===== src/rtl/lcd1602_pkg.sv =====
// Shared definitions for the LCD1602 bus responder: opcodes, DDRAM map bounds,
// register-file struct and the address-counter stepping helpers.
package lcd1602_pkg;
  localparam int DDRAM_DEPTH = 80;
  localparam int CGRAM_DEPTH = 64;
  localparam logic [7:0] BLANK_CHAR = 8'h20;

  // Single-bit opcodes double as masks: the highest set bit selects the instruction.
  localparam logic [7:0] OP_CLEAR   = 8'h01;
  localparam logic [7:0] OP_HOME    = 8'h02;
  localparam logic [7:0] OP_ENTRY   = 8'h04;
  localparam logic [7:0] OP_DISPCTL = 8'h08;
  localparam logic [7:0] OP_SHIFT   = 8'h10;
  localparam logic [7:0] OP_FUNCSET = 8'h20;
  localparam logic [7:0] OP_SET_CG  = 8'h40;
  localparam logic [7:0] OP_SET_DD  = 8'h80;

  localparam logic [6:0] DD_L1_END  = 7'h27;
  localparam logic [6:0] DD_L2_BASE = 7'h40;
  localparam logic [6:0] DD_L2_END  = 7'h67;
  localparam logic [6:0] DD_1L_END  = 7'h4F;

  typedef enum logic [1:0] {ST_FILL, ST_IDLE, ST_NIB_LO} state_t;

  typedef struct packed {
    logic       rs;
    logic       rw;
    logic       en;
    logic [7:0] data;
  } bus_t;

  typedef struct packed {
    logic [6:0] ac;
    logic       tgt_cg;
    logic       display_on;
    logic       cursor_on;
    logic       blink_on;
    logic       two_line;
    logic       mode_8bit;
    logic       inc_mode;
    logic       shift_mode;
    logic [5:0] display_shift;
    logic [7:0] last_cmd;
  } regs_t;

  localparam regs_t REGS_RST = '{ac: 7'd0, tgt_cg: 1'b0, display_on: 1'b0, cursor_on: 1'b0,
                                 blink_on: 1'b0, two_line: 1'b0, mode_8bit: 1'b1, inc_mode: 1'b1,
                                 shift_mode: 1'b0, display_shift: 6'd0, last_cmd: 8'd0};

  function automatic logic dd_valid(input logic [6:0] a, input logic two_line);
    if (two_line) return (a <= DD_L1_END) || (a >= DD_L2_BASE && a <= DD_L2_END);
    return a <= DD_1L_END;
  endfunction

  // Line 2 (0x40..0x67) lands right after line 1's 40 cells.
  function automatic logic [6:0] dd_index(input logic [6:0] a, input logic two_line);
    return (two_line && a >= DD_L2_BASE) ? a - 7'd24 : a;
  endfunction

  function automatic logic [6:0] ac_step(input logic [6:0] a, input logic tgt_cg,
                                         input logic two_line, input logic inc);
    logic [6:0] r;
    r = inc ? a + 7'd1 : a - 7'd1;
    if (tgt_cg) r = {1'b0, r[5:0]};
    else if (two_line) begin
      if      ( inc && a == DD_L1_END)  r = DD_L2_BASE;
      else if ( inc && a == DD_L2_END)  r = 7'd0;
      else if (!inc && a == 7'd0)       r = DD_L2_END;
      else if (!inc && a == DD_L2_BASE) r = DD_L1_END;
    end else begin
      if      ( inc && a == DD_1L_END)  r = 7'd0;
      else if (!inc && a == 7'd0)       r = DD_1L_END;
    end
    return r;
  endfunction

  function automatic logic [5:0] shift_step(input logic [5:0] s, input logic inc);
    if (inc) return (s == 6'd39) ? 6'd0 : s + 6'd1;
    return (s == 6'd0) ? 6'd39 : s - 6'd1;
  endfunction
endpackage


===== src/rtl/lcd1602_bus_sync.sv =====
// Bus-input synchronizer with enable falling-edge detect; emits a one-cycle
// capture strobe together with the rs/rw/data sampled alongside that edge.
module lcd1602_bus_sync
  import lcd1602_pkg::*;
#(
  parameter int SYNC_STAGES = 2
) (
  input  logic       clk,
  input  logic       reset,
  input  logic       lcd_rs,
  input  logic       lcd_rw,
  input  logic       lcd_enable,
  input  logic [7:0] lcd_data,
  output logic       cap,
  output logic       cap_rs,
  output logic       cap_rw,
  output logic [7:0] cap_data
);
  bus_t sync_q [SYNC_STAGES];
  logic en_d;

  always_ff @(posedge clk) begin
    if (reset) begin
      for (int i = 0; i < SYNC_STAGES; i++) sync_q[i] <= '0;
      en_d     <= 1'b0;
      cap      <= 1'b0;
      cap_rs   <= 1'b0;
      cap_rw   <= 1'b0;
      cap_data <= '0;
    end else begin
      sync_q[0] <= '{rs: lcd_rs, rw: lcd_rw, en: lcd_enable, data: lcd_data};
      for (int i = 1; i < SYNC_STAGES; i++) sync_q[i] <= sync_q[i-1];
      en_d     <= sync_q[SYNC_STAGES-1].en;
      cap      <= en_d & ~sync_q[SYNC_STAGES-1].en;
      cap_rs   <= sync_q[SYNC_STAGES-1].rs;
      cap_rw   <= sync_q[SYNC_STAGES-1].rw;
      cap_data <= sync_q[SYNC_STAGES-1].data;
    end
  end
endmodule


===== src/rtl/lcd1602_bus_responder.sv =====
// LCD end of an HD44780 write bus: decodes instructions/data into DDRAM/CGRAM
// mirrors and display state, with emulated busy timing and error pulses.
module lcd1602_bus_responder
  import lcd1602_pkg::*;
#(
  parameter int SYNC_STAGES  = 2,
  parameter int BUSY_CYCLES  = 1850,
  parameter int CLEAR_CYCLES = 76000
) (
  input  logic       clk,
  input  logic       reset,
  input  logic       lcd_rs,
  input  logic       lcd_rw,
  input  logic       lcd_enable,
  input  logic [7:0] lcd_data,
  input  logic [6:0] dd_rd_addr,
  output logic [7:0] dd_rd_data,
  input  logic [5:0] cg_rd_addr,
  output logic [4:0] cg_rd_data,
  output logic [6:0] ac,
  output logic       display_on,
  output logic       cursor_on,
  output logic       blink_on,
  output logic       two_line,
  output logic       mode_8bit,
  output logic       inc_mode,
  output logic       shift_mode,
  output logic [5:0] display_shift,
  output logic       busy,
  output logic       cmd_strobe,
  output logic       char_strobe,
  output logic [7:0] last_cmd,
  output logic       timing_err,
  output logic       bus_err,
  output logic       addr_err
);
  localparam int CW = $clog2(CLEAR_CYCLES + 1);

  logic       cap, cap_rs, cap_rw;
  logic [7:0] cap_data;

  lcd1602_bus_sync #(.SYNC_STAGES(SYNC_STAGES)) u_sync (
    .clk(clk), .reset(reset), .lcd_rs(lcd_rs), .lcd_rw(lcd_rw), .lcd_enable(lcd_enable),
    .lcd_data(lcd_data), .cap(cap), .cap_rs(cap_rs), .cap_rw(cap_rw), .cap_data(cap_data)
  );

  state_t        state, state_nx;
  regs_t         r, r_nx;
  logic [6:0]    fill_idx, fill_nx;
  logic [3:0]    hi_nib, hi_nx;
  logic [CW-1:0] busy_cnt, busy_nx;
  logic          cmd_nx, char_nx, terr_nx, berr_nx, aerr_nx;
  logic          do_byte, rs_v;
  logic [7:0]    byte_v;
  logic          dd_we, cg_we;
  logic [6:0]    dd_wa;
  logic [7:0]    dd_wd;
  logic [7:0]    dd_mem [DDRAM_DEPTH];
  logic [4:0]    cg_mem [CGRAM_DEPTH];

  always_comb begin
    state_nx = state;
    r_nx     = r;
    fill_nx  = fill_idx;
    hi_nx    = hi_nib;
    busy_nx  = (busy_cnt != '0) ? busy_cnt - 1'b1 : '0;
    cmd_nx   = 1'b0;
    char_nx  = 1'b0;
    terr_nx  = 1'b0;
    berr_nx  = 1'b0;
    aerr_nx  = 1'b0;
    do_byte  = 1'b0;
    rs_v     = cap_rs;
    byte_v   = cap_data;
    dd_we    = 1'b0;
    dd_wa    = fill_idx;
    dd_wd    = BLANK_CHAR;
    cg_we    = 1'b0;

    if (state == ST_FILL) begin
      dd_we   = 1'b1;
      fill_nx = fill_idx + 7'd1;
      if (fill_idx == 7'(DDRAM_DEPTH - 1)) state_nx = ST_IDLE;
      if (cap && cap_rw) berr_nx = 1'b1;
      else if (cap) begin
        terr_nx = 1'b1;
        // Only an 8-bit clear is honoured mid-fill; everything else is dropped.
        do_byte = r.mode_8bit && !cap_rs && cap_data == OP_CLEAR;
      end
    end else if (cap && cap_rw) begin
      berr_nx = 1'b1;
    end else if (cap) begin
      terr_nx = busy_cnt != '0;
      if (!r.mode_8bit && state == ST_IDLE) begin
        hi_nx    = cap_data[7:4];
        state_nx = ST_NIB_LO;
      end else begin
        do_byte  = 1'b1;
        state_nx = ST_IDLE;
        if (!r.mode_8bit) byte_v = {hi_nib, cap_data[7:4]};
      end
    end

    if (do_byte) begin
      busy_nx = CW'(BUSY_CYCLES);
      if (!rs_v) begin
        cmd_nx     = 1'b1;
        r_nx.last_cmd = byte_v;
        if (|(byte_v & OP_SET_DD)) begin
          r_nx.ac     = byte_v[6:0];
          r_nx.tgt_cg = 1'b0;
          aerr_nx     = !dd_valid(byte_v[6:0], r.two_line);
        end else if (|(byte_v & OP_SET_CG)) begin
          r_nx.ac     = {1'b0, byte_v[5:0]};
          r_nx.tgt_cg = 1'b1;
        end else if (|(byte_v & OP_FUNCSET)) begin
          r_nx.mode_8bit = byte_v[4];
          r_nx.two_line  = byte_v[3];
        end else if (|(byte_v & OP_SHIFT)) begin
          if (byte_v[3]) r_nx.display_shift = shift_step(r.display_shift, byte_v[2]);
          else           r_nx.ac = ac_step(r.ac, r.tgt_cg, r.two_line, byte_v[2]);
        end else if (|(byte_v & OP_DISPCTL)) begin
          {r_nx.display_on, r_nx.cursor_on, r_nx.blink_on} = byte_v[2:0];
        end else if (|(byte_v & OP_ENTRY)) begin
          r_nx.inc_mode   = byte_v[1];
          r_nx.shift_mode = byte_v[0];
        end else if (|(byte_v & (OP_HOME | OP_CLEAR))) begin
          r_nx.ac            = 7'd0;
          r_nx.tgt_cg        = 1'b0;
          r_nx.display_shift = 6'd0;
          busy_nx            = CW'(CLEAR_CYCLES);
          if (!byte_v[1]) begin
            r_nx.inc_mode = 1'b1;
            state_nx      = ST_FILL;
            fill_nx       = 7'd0;
          end
        end
      end else begin
        char_nx = 1'b1;
        if (r.tgt_cg) cg_we = 1'b1;
        else if (dd_valid(r.ac, r.two_line)) begin
          dd_we = 1'b1;
          dd_wa = dd_index(r.ac, r.two_line);
          dd_wd = byte_v;
        end else aerr_nx = 1'b1;
        r_nx.ac = ac_step(r.ac, r.tgt_cg, r.two_line, r.inc_mode);
        if (r.shift_mode) r_nx.display_shift = shift_step(r.display_shift, r.inc_mode);
      end
    end
  end

  always_ff @(posedge clk) begin
    if (reset) begin
      state       <= ST_FILL;
      r           <= REGS_RST;
      fill_idx    <= 7'd0;
      hi_nib      <= 4'd0;
      busy_cnt    <= '0;
      cmd_strobe  <= 1'b0;
      char_strobe <= 1'b0;
      timing_err  <= 1'b0;
      bus_err     <= 1'b0;
      addr_err    <= 1'b0;
    end else begin
      state       <= state_nx;
      r           <= r_nx;
      fill_idx    <= fill_nx;
      hi_nib      <= hi_nx;
      busy_cnt    <= busy_nx;
      cmd_strobe  <= cmd_nx;
      char_strobe <= char_nx;
      timing_err  <= terr_nx;
      bus_err     <= berr_nx;
      addr_err    <= aerr_nx;
    end
  end

  // Memories are not reset; the FILL pass blanks DDRAM, CGRAM keeps its contents.
  always_ff @(posedge clk) begin
    if (dd_we) dd_mem[dd_wa] <= dd_wd;
    if (cg_we) cg_mem[r.ac[5:0]] <= byte_v[4:0];
    dd_rd_data <= (dd_rd_addr < 7'(DDRAM_DEPTH)) ? dd_mem[dd_rd_addr] : BLANK_CHAR;
    cg_rd_data <= cg_mem[cg_rd_addr];
  end

  assign ac            = r.ac;
  assign display_on    = r.display_on;
  assign cursor_on     = r.cursor_on;
  assign blink_on      = r.blink_on;
  assign two_line      = r.two_line;
  assign mode_8bit     = r.mode_8bit;
  assign inc_mode      = r.inc_mode;
  assign shift_mode    = r.shift_mode;
  assign display_shift = r.display_shift;
  assign last_cmd      = r.last_cmd;
  assign busy          = (busy_cnt != '0) || (state == ST_FILL);
endmodule


===== config.mk =====
export PLATFORM = sky130hd
export DESIGN_NAME = lcd1602_bus_responder
export DESIGN_NICKNAME = d
export VERILOG_FILES = /design/src/rtl/lcd1602_pkg.sv /design/src/rtl/lcd1602_bus_sync.sv /design/src/rtl/lcd1602_bus_responder.sv
export SDC_FILE = /design/constraint.sdc
export NUM_CORES = 1
export LEC_CHECK = 0
export ABC_AREA = 0
export BUFFER_PORTS_ARGS = -buffer_cell sky130_fd_sc_hd__clkbuf_2
export CORE_MARGIN = 4
export CORE_UTILIZATION = 55
export CTS_BUF_LIST = sky130_fd_sc_hd__clkbuf_4 sky130_fd_sc_hd__clkbuf_8
export DETAILED_ROUTE_END_ITERATION = 7
export GPL_ROUTABILITY_DRIVEN = 0
export PLACE_DENSITY = 0.68
export SYNTH_ARGS = -nofsm -noshare
export SYNTH_HDL_FRONTEND = slang
export SYNTH_SLANG_ARGS = --single-unit
export TNS_END_PERCENT = 50

===== constraint.sdc =====
create_clock -name clk -period 5.6 [get_ports clk]
set_input_delay 0.28 -clock clk [delete_from_list [all_inputs] [get_ports clk]]
set_output_delay 0.28 -clock clk [all_outputs]
set_load 0.05 [all_outputs]

==> flow_summary.ini <==
[floorplan]
dieArea_sq_um = 83000
io_pins = 73
rows = 102
fp.dieW_microns = 288
die_h_microns = 288
start_util = 0.556
core_sq_um = 77600

[power]
p_per_area_nw_per_um2 = 336
p_leak_nw = 14.3
switchingPower_w = 0.00355
vdd_ir_drop_max_uv = 199
combPwrFrac = 0.048
p_int_w = 0.0126
p_seq_frac = 0.543
clockPowerShare = 0.410
swShare = 0.220

[worst_setup_path]
critPathTopFamily = compound AO/OA/AOI/OAI gates
slowest_stage = nor2_1
path_cells = clkinv_1 -> ha_1 -> nand4_1 -> a221o_1 -> o211a_1 -> a22oi_1 -> nor2_1
cp_max_fo = 31
worstPathRequired_ns = 6.03
crit_type = flop to flop
cpPeakStageDelay_ns = 0.88
start_kind = flop
arrival_ns = 5.03
path_buf_inv = 1
cp-end-kind = flop

[timing]
max_freq_mhz = 217
post-route-period-util = 0.821
drv_slew = 0
worstMarginPinSlew_ns = 1.20
maxSlewHeadroom = 0.200
final.setup.worst_slack_ns = 1.00
hold_ws_ns = 0.179
fin_tns_setup_ns = 0
setup_viol_count_final = 0
skew_ns = 0.0537
hold_viol_final = 0
min_period_ns = 4.60
rsz0062_at_grt = false

[clock_network]
cts_buffers = 165
clk_latency_ns = 0.84
cts_setup_buffers = 0
cts-root-buf = clkbuf_8
cts_resized = 0
clock_sinks = 1071
tritoncts = yes
clk_pin_slew_worst_paths_ns = 0.06
cts_buffer_depth = 3
htreeDepth = 4

[grt]
grt_util_met2 = 0.377
grt_pass1_vias = 23196
grt.met1_usage = 0.355
grt_max_degree = 81
grtUsageTotal = 0.243
use_met3 = 0.0588
grt-busiest-layer = met2
grt_pass1_wl_microns = 150000
grt_overflow_total = 0
antenna_found_initial = 1

[final_layout]
layout-drive-gt1-share = 0.260
nets = 2569
final_cells = 3706
syn2layout_area_growth_pct = 11.3
fillers = 5561

[outcome]
outcome = completed

[logic_synthesis]
syn-instance-count = 2381
ys.flop_type = edfxtp_1
yosysUniqueCellTypes = 74
synth_edf_count = 960
synth_fp_nets = 2420
async_flop_share = 0
syn_area_sq_um = 43100
yosys_warnings = 0
synth.avg_cell_area_sq_um = 18.1
ys_seq_area_frac = 0.720
ys_seq_elements = 1071

[drt]
num_vias = 22879
antenna_left = 0
drcViolationCount = 0
routedWlPerCell_microns = 26.6
viasPerCell = 6.17
dr.first_iter.drc_count = 2531
drt-total-wl_microns = 98400
dr.pass1.iters = 6

[placement]
dpl_worst_slack_ns = 1.10
dp_hpwl_microns = 61900
dp.cells = 3385
port_buffers = 72

[job]
maxCapViolCount = 0

[hold_path]
hold_path_class = input port to flop
-- area by class of cell --
class / count / area [sq um] / share of cell area
diodes: 1 / 2.50 / 0.0000521
flip-flops and latches: 1071 / 31000 / 0.647
clock inverters: 66 / 536 / 0.0112
inverters: 22 / 82.6 / 0.00172
clock buffers: 236 / 2850 / 0.0594
multi-input cells: 1143 / 11300 / 0.236
well taps: 1040 / 1300 / 0.0271
repair buffers: 127 / 865 / 0.0180
-- metal layers --
metal | up-vias | wire, microns | share of wire
li1 | 9876 | - | -
met1 | 11785 | 41300 | 0.42
met2 | 1067 | 46900 | 0.48
met3 | 151 | 8260 | 0.084
met4 | 0 | 2010 | 0.020
met5 | - | 0 | 0
-- placed cells by master (no fill, tap or decap), types with 20 or more instances in the layout --
| master | instances |
|---|---|
| edfxtp_1 | 960 |
| mux4_2 | 277 |
| nor2_1 | 234 |
| clkbuf_8 | 173 |
| dfxtp_1 | 111 |
| nand2_1 | 86 |
| clkbuf_2 | 67 |
| clkbuf_4 | 63 |
| nor2b_1 | 59 |
| nor3_1 | 43 |
| o21ai_0 | 42 |
| buf_4 | 37 |
| a21oi_1 | 34 |
| nand3_1 | 31 |
| clkinv_1 | 29 |
| mux2i_1 | 23 |
| nor4_1 | 20 |
| xnor2_1 | 20 |
-- state kept, by name (all words and copies together) (netlist names), 7 cells and up --
register and cells:
ac 7, fill_idx 7, u_sync.cap_data 8, last_cmd 8, dd_rd_data 8, busy_cnt 17
dd_mem 640, u_sync.sync_q 22, cg_mem 320
-- power by group through the flow --
stage               clock (W)  sequential [W]  combinational, W
floorplan                   0         0.00892          0.000550
global route          0.00713         0.00875          0.000840
global placement            0         0.00891          0.000740
CTS                   0.00672         0.00874          0.000775
finish                0.00660         0.00874          0.000769
detailed placement          0         0.00891          0.000761
-- worst paths after layout --
path / startpoint / endpoint / slack [ns] / cells past startpoint
max reg2reg: ac[3] / dd_mem[16][6] / 1.0 / 7
min: reset / hi_nib[0] / 0.18 / 2
max: ac[3] / dd_mem[16][6] / 1.0 / 7
min reg2reg: u_sync.sync_q[0][19] / u_sync.cap / 0.42 / 1
-- cells by family after synthesis --
| logic type | count (synthesis) | share of synthesized area |
|---|---|---|
| flops | 1071 | 0.720 |
| simple gates | 566 | 0.0624 |
| mux | 306 | 0.152 |
| compound gates | 227 | 0.0358 |
| buf+inv | 167 | 0.0196 |
| xor+xnor | 31 | 0.00629 |
| fa+ha+maj | 13 | 0.00377 |
-- timing repair --
item,in CTS,in global routing
hold buffers,18,0
endpoints found under the hold margin,19,0
endpoints found under the setup margin,0,0
-- synthesized netlist by cell type (6+ instances only) --
| cell type | number | area (sq um) |
|---|---|---|
| edfxtp_1 | 960 | 28800 |
| mux4_2 | 277 | 6240 |
| nor2_1 | 239 | 897 |
| dfxtp_1 | 111 | 2220 |
| nand2_1 | 88 | 330 |
| clkbuf_1 | 66 | 248 |
| nor2b_1 | 59 | 369 |
| nor3_1 | 43 | 215 |
| o21ai_0 | 42 | 210 |
| a21oi_1 | 36 | 180 |
| buf_2 | 33 | 165 |
| nand3_1 | 31 | 155 |
| buf_4 | 28 | 210 |
| mux2i_1 | 23 | 230 |
| nor4_1 | 20 | 125 |
| xnor2_1 | 20 | 175 |
| a211oi_1 | 19 | 143 |
| inv_1 | 19 | 71.3 |
| a22oi_1 | 17 | 128 |
| a31oi_1 | 16 | 100 |
| nand2b_1 | 16 | 100 |
| and2_1 | 13 | 81.3 |
| ha_1 | 13 | 163 |
| o22ai_1 | 12 | 75.1 |
| or3_1 | 12 | 75.1 |
| xor2_1 | 11 | 96.3 |
| a221oi_1 | 9 | 78.8 |
| and3_1 | 9 | 56.3 |
| nor3b_1 | 9 | 67.6 |
| a22o_1 | 8 | 70.1 |
| buf_1 | 8 | 30.0 |
| o31ai_1 | 8 | 60.1 |
| a311oi_1 | 7 | 61.3 |
| buf_6 | 7 | 78.8 |
| o211ai_1 | 7 | 52.6 |
| o21a_1 | 6 | 45.0 |
-- per-stage QoR --
step	utilization	total power [W]	area, sq um
after global routing	0.619	0.0167	48000
after floorplan	-	0.00947	43100
final	0.619	0.0161	48000
after CTS	0.619	0.0162	48000
after global placement	0.573	0.00965	44400
after detailed placement	0.573	0.00967	44400
Note: power is estimated with default switching activity, not from simulation.
